<file path="config.mk">
export PLATFORM = sky130hd
export DESIGN_NAME = ysyx_24110006_lsu_flat
export DESIGN_NICKNAME = d
export VERILOG_FILES = /design/src/rtl/ysyx_24110006_lsu_pkg.sv /design/src/rtl/ysyx_24110006_lsu_if.sv /design/src/rtl/ysyx_24110006_lsu_align.sv /design/src/rtl/ysyx_24110006_lsu.sv /design/src/flat_wrapper.sv
export SDC_FILE = /design/constraint.sdc
export NUM_CORES = 1
export LEC_CHECK = 0
export CORE_ASPECT_RATIO = 0.5
export CORE_MARGIN = 1.5
export CORE_UTILIZATION = 43
export CTS_CLUSTER_SIZE = 10
export DETAILED_ROUTE_END_ITERATION = 10
export PLACE_DENSITY = 0.85
export SKIP_LAST_GASP = 1
export SYNTH_ARGS = -nofsm -noshare
export SYNTH_HDL_FRONTEND = slang
export SYNTH_SLANG_ARGS = --single-unit
</file>
<file path="constraint.sdc">
create_clock -name i_clock -period 15.48 [get_ports i_clock]
set_input_delay 3.096 -clock i_clock [delete_from_list [all_inputs] [get_ports i_clock]]
set_output_delay 3.096 -clock i_clock [all_outputs]
set_load 0.05 [all_outputs]
</file>
<file path="src/rtl/ysyx_24110006_lsu_pkg.sv">
// Shared LSU definitions: FSM encoding, load funct3 codes, trap causes and AXI response codes.
package ysyx_24110006_lsu_pkg;

    typedef enum logic [2:0] {
        StIdle,
        StAr,
        StR,
        StWr,
        StB,
        StDone
    } lsu_state_e;

    localparam logic [2:0] LoadLb  = 3'b000;
    localparam logic [2:0] LoadLh  = 3'b001;
    localparam logic [2:0] LoadLw  = 3'b010;
    localparam logic [2:0] LoadLbu = 3'b100;
    localparam logic [2:0] LoadLhu = 3'b101;

    localparam logic [3:0] LoadAccessFault  = 4'd5;
    localparam logic [3:0] StoreAccessFault = 4'd7;

    localparam logic [1:0] RespOkay = 2'b00;

endpackage

</file>
<file path="src/rtl/ysyx_24110006_lsu_if.sv">
// AXI4-lite style read/write channels between the LSU (master) and the memory side (slave).
interface ysyx_24110006_lsu_if;

    logic [31:0] araddr;
    logic        arvalid;
    logic        arready;
    logic [31:0] rdata;
    logic [1:0]  rresp;
    logic        rvalid;
    logic        rready;
    logic [31:0] awaddr;
    logic        awvalid;
    logic        awready;
    logic [31:0] wdata;
    logic [3:0]  wstrb;
    logic        wvalid;
    logic        wready;
    logic [1:0]  bresp;
    logic        bvalid;
    logic        bready;

    modport master (
        output araddr, arvalid, rready, awaddr, awvalid, wdata, wstrb, wvalid, bready,
        input  arready, rdata, rresp, rvalid, awready, wready, bresp, bvalid
    );

    modport slave (
        input  araddr, arvalid, rready, awaddr, awvalid, wdata, wstrb, wvalid, bready,
        output arready, rdata, rresp, rvalid, awready, wready, bresp, bvalid
    );

endinterface

</file>
<file path="src/rtl/ysyx_24110006_lsu_align.sv">
// Combinational load extraction/extension and store lane shifting.
module ysyx_24110006_lsu_align
    import ysyx_24110006_lsu_pkg::*;
(
    input  logic [31:0] rdata,
    input  logic [1:0]  offset,
    input  logic [2:0]  read_t,
    input  logic [31:0] wdata,
    input  logic [3:0]  wmask,
    output logic [31:0] load_data,
    output logic [31:0] wdata_sh,
    output logic [3:0]  wstrb
);

    logic [31:0] sh;

    assign sh       = rdata >> {offset, 3'b000};
    assign wdata_sh = wdata << {offset, 3'b000};
    assign wstrb    = wmask << offset;

    always_comb begin
        load_data = '0;
        case (read_t)
            LoadLb:  load_data = {{24{sh[7]}}, sh[7:0]};
            LoadLh:  load_data = {{16{sh[15]}}, sh[15:0]};
            LoadLw:  load_data = sh;
            LoadLbu: load_data = {24'b0, sh[7:0]};
            LoadLhu: load_data = {16'b0, sh[15:0]};
            default: load_data = '0;
        endcase
    end

endmodule

</file>
<file path="src/rtl/ysyx_24110006_lsu.sv">
// Memory-access stage: latches one instruction per handshake, runs at most one bus access,
// and presents a writeback record to the WBU.
module ysyx_24110006_lsu
    import ysyx_24110006_lsu_pkg::*;
(
    input  logic        i_clock,
    input  logic        i_reset,
    input  logic        i_valid,
    output logic        o_ready,
    input  logic [31:0] i_result,
    input  logic        i_result_t,
    input  logic        i_mem_ren,
    input  logic        i_mem_wen,
    input  logic [3:0]  i_mem_wmask,
    input  logic [2:0]  i_mem_read_t,
    input  logic [31:0] i_mem_addr,
    input  logic [31:0] i_mem_wdata,
    input  logic [4:0]  i_reg_rd,
    input  logic        i_reg_wen,
    input  logic [31:0] i_pc,
    input  logic [11:0] i_csr,
    input  logic [1:0]  i_csr_t,
    input  logic        i_exception,
    input  logic [3:0]  i_mcause,
    output logic        o_valid,
    input  logic        i_ready,
    output logic [31:0] o_result,
    output logic [4:0]  o_reg_rd,
    output logic        o_reg_wen,
    output logic [31:0] o_pc,
    output logic [11:0] o_csr,
    output logic [1:0]  o_csr_t,
    output logic        o_exception,
    output logic [3:0]  o_mcause,
    ysyx_24110006_lsu_if.master bus
);

    lsu_state_e  state_q, state_d;
    logic        aw_done_q, aw_done_d, w_done_q, w_done_d;
    logic        acc;
    logic [31:0] result_q, addr_q, wdata_q, rdata_q, pc_q;
    logic        result_t_q, reg_wen_q, exception_q, csr_t_dummy;
    logic [3:0]  wmask_q, mcause_q;
    logic [2:0]  read_t_q;
    logic [4:0]  reg_rd_q;
    logic [11:0] csr_q;
    logic [1:0]  csr_t_q;
    logic [31:0] load_data;

    assign csr_t_dummy = 1'b0;
    assign acc = i_valid && o_ready;

    always_comb begin
        state_d   = state_q;
        aw_done_d = aw_done_q;
        w_done_d  = w_done_q;
        unique case (state_q)
            StIdle, StDone: begin
                if (acc) begin
                    aw_done_d = 1'b0;
                    w_done_d  = 1'b0;
                    if (i_exception)    state_d = StDone;
                    else if (i_mem_ren) state_d = StAr;
                    else if (i_mem_wen) state_d = StWr;
                    else                state_d = StDone;
                end else if (state_q == StDone && i_ready) begin
                    state_d = StIdle;
                end
            end
            StAr: if (bus.arready) state_d = StR;
            StR:  if (bus.rvalid) state_d = StDone;
            StWr: begin
                // AW and W complete independently; B waits for both.
                if (bus.awvalid && bus.awready) aw_done_d = 1'b1;
                if (bus.wvalid && bus.wready)   w_done_d  = 1'b1;
                if (aw_done_d && w_done_d)      state_d   = StB;
            end
            StB:  if (bus.bvalid) state_d = StDone;
            default: state_d = StIdle;
        endcase
    end

    always_ff @(posedge i_clock) begin
        if (i_reset) begin
            state_q   <= StIdle;
            aw_done_q <= 1'b0;
            w_done_q  <= 1'b0;
        end else begin
            state_q   <= state_d;
            aw_done_q <= aw_done_d;
            w_done_q  <= w_done_d;
        end
    end

    always_ff @(posedge i_clock) begin
        if (acc) begin
            result_q   <= i_result;
            result_t_q <= i_result_t;
            addr_q     <= i_mem_addr;
            wdata_q    <= i_mem_wdata;
            wmask_q    <= i_mem_wmask;
            read_t_q   <= i_mem_read_t;
            reg_rd_q   <= i_reg_rd;
            pc_q       <= i_pc;
            csr_q      <= i_csr;
            csr_t_q    <= i_csr_t;
        end
        if (state_q == StR && bus.rvalid) rdata_q <= bus.rdata;
    end

    // Bus errors override the forwarded trap fields and suppress the register write.
    always_ff @(posedge i_clock) begin
        if (i_reset) begin
            exception_q <= 1'b0;
            reg_wen_q   <= 1'b0;
            mcause_q    <= '0;
        end else if (acc) begin
            exception_q <= i_exception;
            reg_wen_q   <= i_reg_wen;
            mcause_q    <= i_mcause;
        end else if (state_q == StR && bus.rvalid && bus.rresp != RespOkay) begin
            exception_q <= 1'b1;
            reg_wen_q   <= 1'b0;
            mcause_q    <= LoadAccessFault;
        end else if (state_q == StB && bus.bvalid && bus.bresp != RespOkay) begin
            exception_q <= 1'b1;
            reg_wen_q   <= 1'b0;
            mcause_q    <= StoreAccessFault;
        end
    end

    ysyx_24110006_lsu_align u_align (
        .rdata     (rdata_q),
        .offset    (addr_q[1:0]),
        .read_t    (read_t_q),
        .wdata     (wdata_q),
        .wmask     (wmask_q),
        .load_data (load_data),
        .wdata_sh  (bus.wdata),
        .wstrb     (bus.wstrb)
    );

    assign bus.araddr  = addr_q;
    assign bus.awaddr  = addr_q;
    assign bus.arvalid = (state_q == StAr);
    assign bus.rready  = (state_q == StR);
    assign bus.awvalid = (state_q == StWr) && !aw_done_q;
    assign bus.wvalid  = (state_q == StWr) && !w_done_q;
    assign bus.bready  = (state_q == StB);

    assign o_ready     = (state_q == StIdle) || (state_q == StDone && i_ready);
    assign o_valid     = (state_q == StDone);
    assign o_result    = result_t_q ? load_data : result_q;
    assign o_reg_rd    = reg_rd_q;
    assign o_reg_wen   = reg_wen_q;
    assign o_pc        = pc_q;
    assign o_csr       = csr_q;
    assign o_csr_t     = csr_t_q | {1'b0, csr_t_dummy};
    assign o_exception = exception_q;
    assign o_mcause    = mcause_q;

endmodule

</file>
<file path="src/flat_wrapper.sv">
// flat-port wrapper written by rule: the top's interface ports become plain ports
module ysyx_24110006_lsu_flat import ysyx_24110006_lsu_pkg::*;
  (i_clock, i_reset, i_valid, o_ready, i_result, i_result_t, i_mem_ren, i_mem_wen, i_mem_wmask, i_mem_read_t, i_mem_addr, i_mem_wdata, i_reg_rd, i_reg_wen, i_pc, i_csr, i_csr_t, i_exception, i_mcause, o_valid, i_ready, o_result, o_reg_rd, o_reg_wen, o_pc, o_csr, o_csr_t, o_exception, o_mcause, bus_araddr, bus_arvalid, bus_rready, bus_awaddr, bus_awvalid, bus_wdata, bus_wstrb, bus_wvalid, bus_bready, bus_arready, bus_rdata, bus_rresp, bus_rvalid, bus_awready, bus_wready, bus_bresp, bus_bvalid);
  ysyx_24110006_lsu_if bus_i ();
  input  logic i_clock;
  input  logic i_reset;
  input  logic i_valid;
  output logic o_ready;
  input  logic [31:0] i_result;
  input  logic i_result_t;
  input  logic i_mem_ren;
  input  logic i_mem_wen;
  input  logic [3:0] i_mem_wmask;
  input  logic [2:0] i_mem_read_t;
  input  logic [31:0] i_mem_addr;
  input  logic [31:0] i_mem_wdata;
  input  logic [4:0] i_reg_rd;
  input  logic i_reg_wen;
  input  logic [31:0] i_pc;
  input  logic [11:0] i_csr;
  input  logic [1:0] i_csr_t;
  input  logic i_exception;
  input  logic [3:0] i_mcause;
  output logic o_valid;
  input  logic i_ready;
  output logic [31:0] o_result;
  output logic [4:0] o_reg_rd;
  output logic o_reg_wen;
  output logic [31:0] o_pc;
  output logic [11:0] o_csr;
  output logic [1:0] o_csr_t;
  output logic o_exception;
  output logic [3:0] o_mcause;
  output wire logic [$bits(bus_i.araddr)-1:0] bus_araddr;
  output wire logic [$bits(bus_i.arvalid)-1:0] bus_arvalid;
  output wire logic [$bits(bus_i.rready)-1:0] bus_rready;
  output wire logic [$bits(bus_i.awaddr)-1:0] bus_awaddr;
  output wire logic [$bits(bus_i.awvalid)-1:0] bus_awvalid;
  output wire logic [$bits(bus_i.wdata)-1:0] bus_wdata;
  output wire logic [$bits(bus_i.wstrb)-1:0] bus_wstrb;
  output wire logic [$bits(bus_i.wvalid)-1:0] bus_wvalid;
  output wire logic [$bits(bus_i.bready)-1:0] bus_bready;
  input wire logic [$bits(bus_i.arready)-1:0] bus_arready;
  input wire logic [$bits(bus_i.rdata)-1:0] bus_rdata;
  input wire logic [$bits(bus_i.rresp)-1:0] bus_rresp;
  input wire logic [$bits(bus_i.rvalid)-1:0] bus_rvalid;
  input wire logic [$bits(bus_i.awready)-1:0] bus_awready;
  input wire logic [$bits(bus_i.wready)-1:0] bus_wready;
  input wire logic [$bits(bus_i.bresp)-1:0] bus_bresp;
  input wire logic [$bits(bus_i.bvalid)-1:0] bus_bvalid;
  assign bus_araddr = bus_i.araddr;
  assign bus_arvalid = bus_i.arvalid;
  assign bus_rready = bus_i.rready;
  assign bus_awaddr = bus_i.awaddr;
  assign bus_awvalid = bus_i.awvalid;
  assign bus_wdata = bus_i.wdata;
  assign bus_wstrb = bus_i.wstrb;
  assign bus_wvalid = bus_i.wvalid;
  assign bus_bready = bus_i.bready;
  assign bus_i.arready = bus_arready;
  assign bus_i.rdata = bus_rdata;
  assign bus_i.rresp = bus_rresp;
  assign bus_i.rvalid = bus_rvalid;
  assign bus_i.awready = bus_awready;
  assign bus_i.wready = bus_wready;
  assign bus_i.bresp = bus_bresp;
  assign bus_i.bvalid = bus_bvalid;
  ysyx_24110006_lsu u_core (.i_clock(i_clock), .i_reset(i_reset), .i_valid(i_valid), .o_ready(o_ready), .i_result(i_result), .i_result_t(i_result_t), .i_mem_ren(i_mem_ren), .i_mem_wen(i_mem_wen), .i_mem_wmask(i_mem_wmask), .i_mem_read_t(i_mem_read_t), .i_mem_addr(i_mem_addr), .i_mem_wdata(i_mem_wdata), .i_reg_rd(i_reg_rd), .i_reg_wen(i_reg_wen), .i_pc(i_pc), .i_csr(i_csr), .i_csr_t(i_csr_t), .i_exception(i_exception), .i_mcause(i_mcause), .o_valid(o_valid), .i_ready(i_ready), .o_result(o_result), .o_reg_rd(o_reg_rd), .o_reg_wen(o_reg_wen), .o_pc(o_pc), .o_csr(o_csr), .o_csr_t(o_csr_t), .o_exception(o_exception), .o_mcause(o_mcause), .bus(bus_i));
endmodule
</file>
; ---- After elaboration in Yosys (flattened, before gate mapping)
; Cells that the tools add are included.
[totals]
ff_bits = 198
input_bits = 208
output_inout_bits = 196
[op_classes]
n_eq_ne = 15
shifts = 3
muxes = 28
n_reduce_logical = 23
[ops]
columns = op, n
row1 = 32-bit case mux with 5 select lines, 1
row2 = 32-bit two-way mux, 1
row3 = 32-bit by 5-bit left shift with 32-bit output, 1
row4 = 32-bit by 5-bit right shift with 32-bit output, 1
row5 = 3-bit two-way mux, 9
row6 = 3-bit case mux with 5 select lines, 1
row7 = "3-bit equality test, second input constant", 4
row8 = 4-bit two-way mux, 3
row9 = 1-bit logical AND, 11
row10 = 1-bit two-way mux, 11
row11 = "2-bit by 1-bit != test with 1-bit output, second input constant", 5
row12 = "3-bit by 2-bit equality test with 1-bit output, second input constant", 3
row13 = "3-bit by 1-bit equality test with 1-bit output, second input constant", 2
row14 = 3-bit zero test, 2
row15 = 2-bit nonzero test, 3
row16 = 5-bit AND reduction, 1
row17 = 1-bit case mux with 2 select lines, 2
row18 = 4-bit by 2-bit left shift with 4-bit output, 1
row19 = "3-bit by 1-bit != test with 1-bit output, second input constant", 1
row20 = 3-bit nonzero test, 1
row21 = 1-bit zero test, 2
row22 = 2-bit AND reduction, 1
row23 = 2-bit OR reduction, 1
row24 = 1-bit logical OR, 1

; ---- Logic depth before layout (Yosys ltp)
[depth]
ltp_word = 8
depth_mapped = 7

; ---- By module
; From an unflattened synthesis, not the netlist that was laid out.
[unflattened]
cells_unflattened = 548
area_unflattened_um2 = 8363.0
[modules_own_cells]
columns = module, instances, cells_per_inst, area_each_um2, seq_area_each_um2
row1 = ysyx_24110006_lsu, 1, 338, 6977.9, 5835.6
row2 = ysyx_24110006_lsu_align, 1, 210, 1385.1, 0.0

; ---- Least setup slack after synthesis
; No wires, ideal clock.
[synth_timing]
kind = input to register
startpoint = input i_ready
endpoint = register u_core.addr_q[0] (netlist: u_core.bus.araddr[0]) (enable)
setup_ps = 1444
t_arrival_ps = 6673
t_required_ps = 14036
setup_slack_ps = 7363
path_stages = 3
path_buffers = 0
path_cell_list = and4b_1 o21ai_1 clkinv_1
[synth_between]
elab_chain_len = 3
[synth_lines]
columns = element, line_no
row1 = "start, declared", flat_wrapper.sv:25  ; input logic i_ready;
row2 = 1-bit logical AND, ysyx_24110006_lsu.sv:151  ; assign o_ready = (state_q == StIdle) || (state_q == StDone && i_ready);
row3 = 1-bit logical OR, ysyx_24110006_lsu.sv:151
row4 = 1-bit logical AND, ysyx_24110006_lsu.sv:51  ; assign acc = i_valid && o_ready;
row5 = named net u_core.acc, ysyx_24110006_lsu.sv:40  ; logic acc;
row6 = "end signal, assigned", ysyx_24110006_lsu.sv:99  ; addr_q <= i_mem_addr;
row7 = "end, declared", ysyx_24110006_lsu.sv:41  ; logic [31:0] result_q, addr_q, wdata_q, rdata_q, pc_q;
; The timed path passes the listed nets, and every way through them passes these cells.
; A chain may end at the register's enable or synchronous reset.

; ---- Final worst setup path
[layout_timing]
startpoint = input i_ready
endpoint = output o_ready
[layout_between]
elab_chain_len = 2
[layout_lines]
columns = element, line_no
row1 = 1-bit logical AND, ysyx_24110006_lsu.sv:151
row2 = 1-bit logical OR, ysyx_24110006_lsu.sv:151
row3 = "end, declared", flat_wrapper.sv:8  ; output logic o_ready;
; Every way passes these cells.

==> results.tsv <==
metric	value	unit
Seq/Total Area, Yosys	0.731	
RR Startpoint	u_core.state_q[2]$_SDFFE_PP0P_	
pre-CTS WS	7.66	ns
largest family of logic cells by synthesized area	compound AO/OA/AOI/OAI gates	
Register-to-Register Setup Slack	11.94	ns
Reg2Reg Depth	6	
std cell rows	34	
Synthesis Warnings	0	
# Post-CTS Setup Buffers	0	
clk sink count	198	
clk_lat worst skew	0.43	ns
Post-synth EDFFs	187	
cell count after synthesis	511	
Netlist cell types	49	
final net count	1087	
dpl hpwl	19.1	mm
Area Growth Syn to Fin	57.7	%
Critical Path RT	12.38	ns
layout cell share with drive strength beyond 1	0.0594	
RSZ-0062 raised after global routing	no	
antenna cells	0	
most numerous cell in the Yosys netlist	edfxtp_1	
Worst Tran Pin Value	1.09	ns
antenna violations before repair	0	
Largest delay share family, worst path	buffers and inverters	
P_leak	4.42	nW
Mapped Area	0.00799	mm^2
worst rel slew slack	0.270	
leading area contributor after synthesis	edfxtp_1	
Post-Synth XOR/XNOR Area	0.00219	
net count after synthesis	719	
worst path cell trace	clkdlybuf4s50_1 -> and4b_1 -> or2_2 -> clkdlybuf4s50_1	
setup ws final	7.65	ns
First-pass DRT Iterations	5	
skew final	0.0134	ns
Hold Vio Cnt, Final	0	
core area	0.0178	mm^2
Critical Path Slowest Stage Cell	clkdlybuf4s50_1	
Die Area	0.0195	mm^2
Global Route Usage Sum	0.262	
Final Max Tran Viols	0	
min Tclk post-route	7.83	ns
ratio of final minimum period to clock period	0.505	
post-route ant nets	0	
Main synth FF type	edfxtp_1	
asr flop ratio synth	0	
Syn Area/Cell	15.6	um^2
TritonCTS clock tree	done	
fillers	1199	
Stages on worst setup path	4	
total number of vias	5975	
Max Fanout on Critical Path	2	
Via density	5.31	
hold worst-path end	u_core.o_mcause[3]$_SDFFE_PP0P_	
Worst Path Arrival	4.73	ns
htree depth	4	
outcome	complete, no violations	
GRT overflow	0	
Simple-Gate Fraction of Synth Area	0.0623	
Die H	99.4	um
root buffer cell	clkbuf_16	
commonest cells in the netlist	edfxtp_1 (187), mux2i_1 (36), buf_4 (33), nand2_1 (32), o2bb2ai_1 (22)	
main area contributors after synthesis	edfxtp_1 (70%), mux2i_1 (4.5%), buf_4 (3.1%)	
Post-CTS Resized	0	
fmax	128	MHz
Final Wtd Congestion	0.948	
Reg clk slew, reported paths	0.08	ns
Post-Synth Adder-Cell Area	0	
CP most frequent cell	clkdlybuf4s50_1	
port bufs	403	
WS Path Type	in2out	
worst path buffer plus inverter count	2	
Hold Crit Start	u_core.o_mcause[3]$_SDFFE_PP0P_	
multiplexer share of the synthesized area	0.0620	
Max IR drop VDD	134	uV
HP Class	reg2reg	
area share of the largest cell type after synthesis	0.703	
CP peak stage delay	0.70	ns
first-pass GRT wire length	37.2	mm
largest net degree at the start of global routing	89	
vias in the first global route	6024	
# DRC	0	
IO Count	404	
WHS Path Cells	2	
Initial Util	0.449	
maximum clock path buffer count	2	
r2r endpoint	u_core.state_q[1]$_SDFFE_PP0P_	
Routed WL	25.7	mm
Compound-Gate Fraction of Synth Area	0.0963	
Avg WL per Cell	22.9	um
Die W	196	um
Crit. End Element	primary output	
Final setup viols	0	
Hold Buf Count CTS	0	
max-cap violations	0	
pwr dens	192	mW/mm^2
Worst setup SP type	input port	
Yosys reg bits	198	
CTS buffer count	17	
Setup TNS	0	ns
Starting DRT DRC Count	459	
-- cell type report --
cell class                 instances  area (um^2)  share of cell area
clock buffer                      18          429              0.0341
tap                              234          293              0.0232
inverter                           5         23.8             0.00189
sequential                       198         5840               0.463
clock inverter                    14          148              0.0117
multi-input combinational        249         1800               0.143
timing repair buffer             408         4070               0.323
-- registers in the layout (all words and copies together), names as in the netlist --
| signal | count |
|---|---|
| u_core.aw_done_q | 1 |
| u_core.bus.araddr | 32 |
| u_core.o_csr | 12 |
| u_core.o_csr_t | 2 |
| u_core.o_exception | 1 |
| u_core.o_mcause | 4 |
| u_core.o_pc | 32 |
| u_core.o_reg_rd | 5 |
| u_core.o_reg_wen | 1 |
| u_core.rdata_q | 32 |
| u_core.read_t_q | 3 |
| u_core.result_q | 32 |
| u_core.result_t_q | 1 |
| u_core.state_q | 3 |
| u_core.w_done_q | 1 |
| u_core.wdata_q | 32 |
| u_core.wmask_q | 4 |
-- worst max path at each step --
stage | startpoint | endpoint | slack [ns]
after global placement | i_ready | o_ready | 7.67
after CTS | i_ready | o_ready | 7.66
after detailed placement | i_ready | o_ready | 7.66
after global routing | i_ready | o_ready | 7.62
final | i_ready | o_ready | 7.65
after floorplan | i_ready | u_core.bus.araddr[0]$_DFFE_PN_ | 7.36
-- cells in the final DEF, fill, tap and decap left out, types with 4 or more instances in the layout --
master / netlist / layout
o2bb2ai_1: 22 / 22
inv_1: 4 / 4
a2bb2oi_1: 8 / 8
nand2_1: 32 / 32
clkdlybuf4s50_1: 0 / 403
nor2_1: 15 / 15
edfxtp_1: 187 / 187
a221o_1: 8 / 8
a21oi_1: 21 / 21
and2_1: 10 / 10
mux2_2: 8 / 8
o21ai_0: 19 / 19
a211oi_1: 9 / 9
inv_6: 0 / 5
dfxtp_1: 11 / 11
buf_4: 33 / 5
clkbuf_16: 0 / 17
nor2b_1: 13 / 13
mux2i_1: 36 / 36
a31oi_1: 5 / 5
nor3_1: 6 / 6
-- worst min-delay path, delay by kind of cell, from the launching register on --
kind,cells,cell delay [ns]
DFF,1,0.31
AOI/OAI and AO/OA,1,0.06
and+or+nand+nor,1,0.06
-- cells by family (layout without fill, tap and decap cells) --
| logic type | count (synthesis) | in the layout |
|---|---|---|
| xor gates and xnor gates | 2 | 2 |
| buffers and inverters | 64 | 445 |
| DFF | 198 | 198 |
| and+or+nand+nor | 94 | 94 |
| AOI/OAI and AO/OA | 107 | 107 |
| muxes | 46 | 46 |
-- per-stage QoR --
step / area [um^2] / util / hold WS (ns) / std cells / power [mW]
floorplan: 7990 / - / 0.508 / 511 / 1.60
global placement: 12000 / 0.676 / 0.450 / 1094 / 1.96
detailed placement: 12000 / 0.676 / 0.469 / 1094 / 1.98
CTS: 12600 / 0.708 / 0.479 / 1126 / 2.43
global route: 12600 / 0.708 / 0.515 / 1126 / 2.50
finish: 12600 / 0.708 / 0.473 / 1126 / 2.42
-- layer usage --
metal | share of wire | GRT usage
met3 | 0.069 | 0.0722
met5 | 0 | 0
met4 | 0.022 | 0.0822
met2 | 0.51 | 0.445
met1 | 0.40 | 0.332
-- report_power, final --
| group | internal, mW | leakage [nW] | switching, mW | total (mW) |
|---|---|---|---|---|
| Combinational | 0.363 | 2.29 | 0.784 | 1.15 |
| Clock | 0.240 | 0.277 | 0.208 | 0.448 |
| Sequential | 0.752 | 1.85 | 0.0745 | 0.826 |
Note: power is estimated with default switching activity, not from simulation.
